===== src/rtl/pc_stack_unit.sv =====
// rtl/pc_stack_unit.sv - program counter with jump, relative branch and CALL/RET return stack
module pc_stack_unit #(
  parameter int                ADDR_W      = 8,
  parameter int                STACK_DEPTH = 4,
  parameter logic [ADDR_W-1:0] RESET_ADDR  = '0,
  localparam int               DEPTH_W     = $clog2(STACK_DEPTH + 1)
) (
  input  logic               clk,
  input  logic               reset,
  input  logic               enable,
  input  logic [2:0]         op,
  input  logic [ADDR_W-1:0]  target,
  output logic [ADDR_W-1:0]  addr,
  output logic [DEPTH_W-1:0] depth,
  output logic               stack_full,
  output logic               stack_empty,
  output logic               err
);

  localparam int IDX_W = (STACK_DEPTH > 1) ? $clog2(STACK_DEPTH) : 1;

  typedef enum logic [2:0] {
    OP_INC   = 3'd0,
    OP_JMP   = 3'd1,
    OP_BRREL = 3'd2,
    OP_CALL  = 3'd3,
    OP_RET   = 3'd4,
    OP_HOLD  = 3'd5
  } op_e;

  logic [ADDR_W-1:0]  stack_mem [STACK_DEPTH];
  logic [ADDR_W-1:0]  addr_inc;
  logic [ADDR_W-1:0]  addr_nxt;
  logic [DEPTH_W-1:0] depth_nxt;
  logic               err_nxt;
  logic               push;
  logic [IDX_W-1:0]   push_idx;
  logic [IDX_W-1:0]   pop_idx;

  assign stack_full  = (depth == DEPTH_W'(STACK_DEPTH));
  assign stack_empty = (depth == '0);
  assign addr_inc    = addr + ADDR_W'(1);
  assign push_idx    = IDX_W'(depth);
  assign pop_idx     = IDX_W'(depth - DEPTH_W'(1));

  always_comb begin
    addr_nxt  = addr;
    depth_nxt = depth;
    err_nxt   = err;
    push      = 1'b0;
    if (enable) begin
      case (op)
        OP_INC:   addr_nxt = addr_inc;
        OP_JMP:   addr_nxt = target;
        // Same-width modular add is identical to adding the sign-extended offset.
        OP_BRREL: addr_nxt = addr + target;
        OP_CALL: begin
          if (stack_full) begin
            err_nxt  = 1'b1;
            addr_nxt = addr_inc;
          end else begin
            push      = 1'b1;
            depth_nxt = depth + DEPTH_W'(1);
            addr_nxt  = target;
          end
        end
        OP_RET: begin
          if (stack_empty) begin
            err_nxt  = 1'b1;
            addr_nxt = addr_inc;
          end else begin
            depth_nxt = depth - DEPTH_W'(1);
            addr_nxt  = stack_mem[pop_idx];
          end
        end
        OP_HOLD: ;
        default: begin
          err_nxt  = 1'b1;
          addr_nxt = addr_inc;
        end
      endcase
    end
  end

  // Stack contents are don't-care after reset, so the storage carries no reset.
  always_ff @(posedge clk) begin
    if (push) stack_mem[push_idx] <= addr_inc;
  end

  always_ff @(posedge clk or negedge reset) begin
    if (!reset) begin
      addr  <= RESET_ADDR;
      depth <= '0;
      err   <= 1'b0;
    end else begin
      addr  <= addr_nxt;
      depth <= depth_nxt;
      err   <= err_nxt;
    end
  end

endmodule


===== config.mk =====
export PLATFORM = sky130hd
export DESIGN_NAME = pc_stack_unit
export DESIGN_NICKNAME = d
export VERILOG_FILES = /design/src/rtl/pc_stack_unit.sv
export SDC_FILE = /design/constraint.sdc
export NUM_CORES = 1
export LEC_CHECK = 0
export ABC_AREA = 0
export CORE_MARGIN = 3
export CORE_UTILIZATION = 30
export DETAILED_ROUTE_END_ITERATION = 16
export SLEW_MARGIN = 20
export SYNTH_ARGS = -nofsm -noshare
export SYNTH_HDL_FRONTEND = slang
export SYNTH_SLANG_ARGS = --single-unit

===== constraint.sdc =====
create_clock -name clk -period 3 [get_ports clk]
set_input_delay 0.45 -clock clk [delete_from_list [all_inputs] [get_ports clk]]
set_output_delay 0.45 -clock clk [all_outputs]
set_load 0.05 [all_outputs]

==> results summary <==
The flow ran to the end, and the final reports show no timing, DRC or antenna violations. Global routing consumed, over all layers together, 12.2% of the routing resources. The number of placement rows came out at 32. The post-route worst hold slack is 0.474 ns. The start-to-end type of the worst setup path is flop to output port. The number of flops mapped to enable cells by yosys is 32. The number of instances in the synthesized netlist came out at 187. Power comes to 0.00260 W. For this run, the leading register cell type out of synthesis is sky130_fd_sc_hd__edfxtp_1.

The remaining design rule violation count is 0. The maximum buffer depth of the clock tree came out at 2. The HPWL after detailed placement is 3.95 mm. The largest total area in the synthesized netlist belongs to sky130_fd_sc_hd__edfxtp_1.

The largest net degree at the start of global routing came out at 15. The post-route fraction of the period consumed by the critical path is 89.0%. The final wirelength came out at 5.22 mm.

The critical path launch point type is a flop. The detailed-route wire length per cell came out at 16.5 µm. The flip-flop and latch count after synthesis is 44. The overflow left after global routing is 0.

The count of instances resized after the clock tree is built is 0. For this run, the post-layout net count is 242. The die width came out at 96.5 µm.

The measured slew at the worst slew-check pin is 0.636 ns. The synthesized area per cell is 13.1 µm². The number of hold buffers added after cts is 0.

Summing the sequential cell areas from Yosys gives 51.4% of the chip area. The core area came out at 7850 µm². Cell internal power was estimated by the tool at 0.00157 W. The clock-pin slew on the worst setup and hold paths came out at 0.08 ns. The delay of the slowest cell on the worst path came out at 0.86 ns. The number of vias in the routed layout is 1632. The final period demand of the worst path came out at 2.67 ns. The count of pins over their slew limit came out at 0. The insertion delay to the later sink of the worst-skew pair came out at 0.31 ns.

The final cell utilization of the core came out at 37.2%. The starting density of the core came out at 31.3%. The worst hold path belongs to the class flop to flop. The number of port buffers came out at 27.

The number of maximum-capacitance violations is 0. CTS built an H-tree with a depth of 2. In this run switching power makes up 39.7% of total power. The synthesis warning total is 0. The sink count of the clock tree is 44.

The number of buffers added for setup after CTS is 0. The power spent charging and discharging nets came out at 0.00103 W. The top cell type's share of synthesized area came out at 39.1%.

The remaining antenna violation count is 0. TritonCTS built the clock tree. Setup repair after global routing left no endpoint under its margin. The hold violation count in the final report came out at 0. The number of inserted filler cells in the final layout is 796. The die covers 9300 µm². The I/O pin count is 28. The first detailed-routing pass ran for 4 iterations.

The final weighted congestion in routability-driven placement came out at 0.817. STA puts the critical path data required time at 2.55 ns. Per report_power, the clock group accounts for 18.2% of the total. The static leakage power came out at 1.05 nW. The portion of total power attributed to sequential cells came out at 34.1%. In this run the power density over the cells is 892 nW/µm². The initial antenna violation count was 0. In the post-synthesis netlist, the biggest area contributors are sky130_fd_sc_hd__edfxtp_1, sky130_fd_sc_hd__dfrtp_1, sky130_fd_sc_hd__mux4_2. The first global-routing pass estimated 8.42 mm of wire. The count of routing violations after the opening detailed-route iteration came out at 134.

The slowest stage of the critical path is the sky130_fd_sc_hd__clkdlybuf4s50_1 cell. In this run, CTS created clock tree buffers numbering 5. The tree is rooted in a sky130_fd_sc_hd__clkbuf_8. Headroom to the max-slew limit came out at 57.4%. STA classifies the critical path endpoint as an output port.

Dividing the detail-routed via count by the number of cells gives 5.15. The maximum frequency from static timing analysis came out at 375 MHz. The synthesized cell area came out at 2450 µm². The post-route netlist has 12.6% of its cells at a drive strength greater than 1. In the synthesized netlist the async set-or-reset flop fraction comes to 27.3%. The critical path goes through inv_1 -> ha_1 -> and2_1 -> clkdlybuf4s50_1. The number of unique standard cell types used by synthesis came out at 49. The via count of the first global-routing pass was 1640. The number of nets in the synthesized netlist is 215. The critical path data arrival time is 2.22 ns. The number of diodes came out at 0. Leaving out fill and tap cells, the most frequent cells in the layout are sky130_fd_sc_hd__edfxtp_1, sky130_fd_sc_hd__clkdlybuf4s50_1, sky130_fd_sc_hd__ha_1.

The final setup violation count came out at 0. The area added between synthesis and finish is 18.9%. The largest fanout on the critical path is 5. For the final database, setup skew stands at 0.0155 ns. The peak supply drop came out at 0.663 mV. The sum of negative setup slack is 0 ns.

In this run the vertical extent of the chip is 96.5 µm. Combinational logic burns 47.7% of the power. Leaving out fill and tap cells, the most frequent cell in the layout is sky130_fd_sc_hd__edfxtp_1.
-- worst paths after layout --
kind | end | startpoint | slack (ns) | depth (start not counted)
max reg2reg | addr[7]$_DFFE_PN0P_ | depth[1]$_DFFE_PN0P_ | 0.84 | 6
max | stack_full | depth[1]$_DFFE_PN0P_ | 0.33 | 4
max in group asynchronous | addr[5]$_DFFE_PN0P_ | reset | 2.05 | 1
min reg2reg | err$_DFFE_PN0P_ | err$_DFFE_PN0P_ | 0.47 | 1
min | err$_DFFE_PN0P_ | err$_DFFE_PN0P_ | 0.47 | 1
min in group asynchronous | addr[6]$_DFFE_PN0P_ | reset | 0.53 | 1
-- state kept, by name, summed over array words and instances (netlist names) --
register / cells
addr: 8
stack_mem: 32
depth: 3
err: 1
-- power groups by stage --
stage                     Combinational (W)  Clock [W]  Sequential (W)
final                               0.00124   0.000475        0.000886
after detailed placement            0.00124          0        0.000900
after CTS                           0.00125   0.000486        0.000887
after floorplan                    0.000716          0         0.00108
after global placement              0.00125          0        0.000897
after global routing                0.00134   0.000509        0.000899
-- critical path: cells and delay by family, from the launching register on --
| family | cells | cell delay [ns] |
|---|---|---|
| AND/OR/NAND/NOR | 1 | 0.29 |
| buffers and inverters | 2 | 0.98 |
| flip-flops | 1 | 0.44 |
| adder cells (fa/ha/maj) | 1 | 0.21 |
-- logic make-up after synthesis --
kind of cell	Yosys count	synth area share, %
buffers and inverters	14	3.52
xor gates and xnor gates	14	5.00
DFF	44	51.4
adders and majority gates	14	7.44
and+or+nand+nor	48	10.6
muxes	10	8.21
AOI/OAI and AO/OA	43	13.9
-- per-stage QoR --
step | instances | instance area, µm² | setup slack, ns
final | 317 | 2920 | 0.330
after global routing | 317 | 2920 | 0.205
after CTS | 317 | 2920 | 0.304
after detailed placement | 309 | 2800 | 0.422
after global placement | 309 | 2800 | 0.476
after floorplan | 187 | 2450 | 0.395
-- synthesized netlist by cell type, types with 5 or more instances --
| library cell | number |
|---|---|
| sky130_fd_sc_hd__dfrtp_1 | 12 |
| sky130_fd_sc_hd__a21oi_1 | 10 |
| sky130_fd_sc_hd__nand2_1 | 8 |
| sky130_fd_sc_hd__o21ai_0 | 5 |
| sky130_fd_sc_hd__nor2_1 | 12 |
| sky130_fd_sc_hd__xor2_1 | 6 |
| sky130_fd_sc_hd__edfxtp_1 | 32 |
| sky130_fd_sc_hd__xnor2_1 | 8 |
| sky130_fd_sc_hd__mux4_2 | 8 |
| sky130_fd_sc_hd__a221o_1 | 5 |
| sky130_fd_sc_hd__ha_1 | 13 |
| sky130_fd_sc_hd__and2_1 | 6 |
| sky130_fd_sc_hd__inv_1 | 6 |
-- per-layer routing --
layer / GRT usage (%) / part of all wire (%)
met5: 0 / 0
met4: 4.32 / 1.4
met1: 17.4 / 48
met2: 18.2 / 45
met3: 2.63 / 5.3
-- area by class of cell --
type	count	area [µm²]	share of cell area [%]
sequential	44	1260	43.2
multi-input combinational	129	1110	38.0
timing repair buffer	28	278	9.52
tap	102	128	4.37
clock buffer	6	82.6	2.83
clock inverter	2	38.8	1.33
inverter	6	22.5	0.772
(Power assumes the default switching activity.)
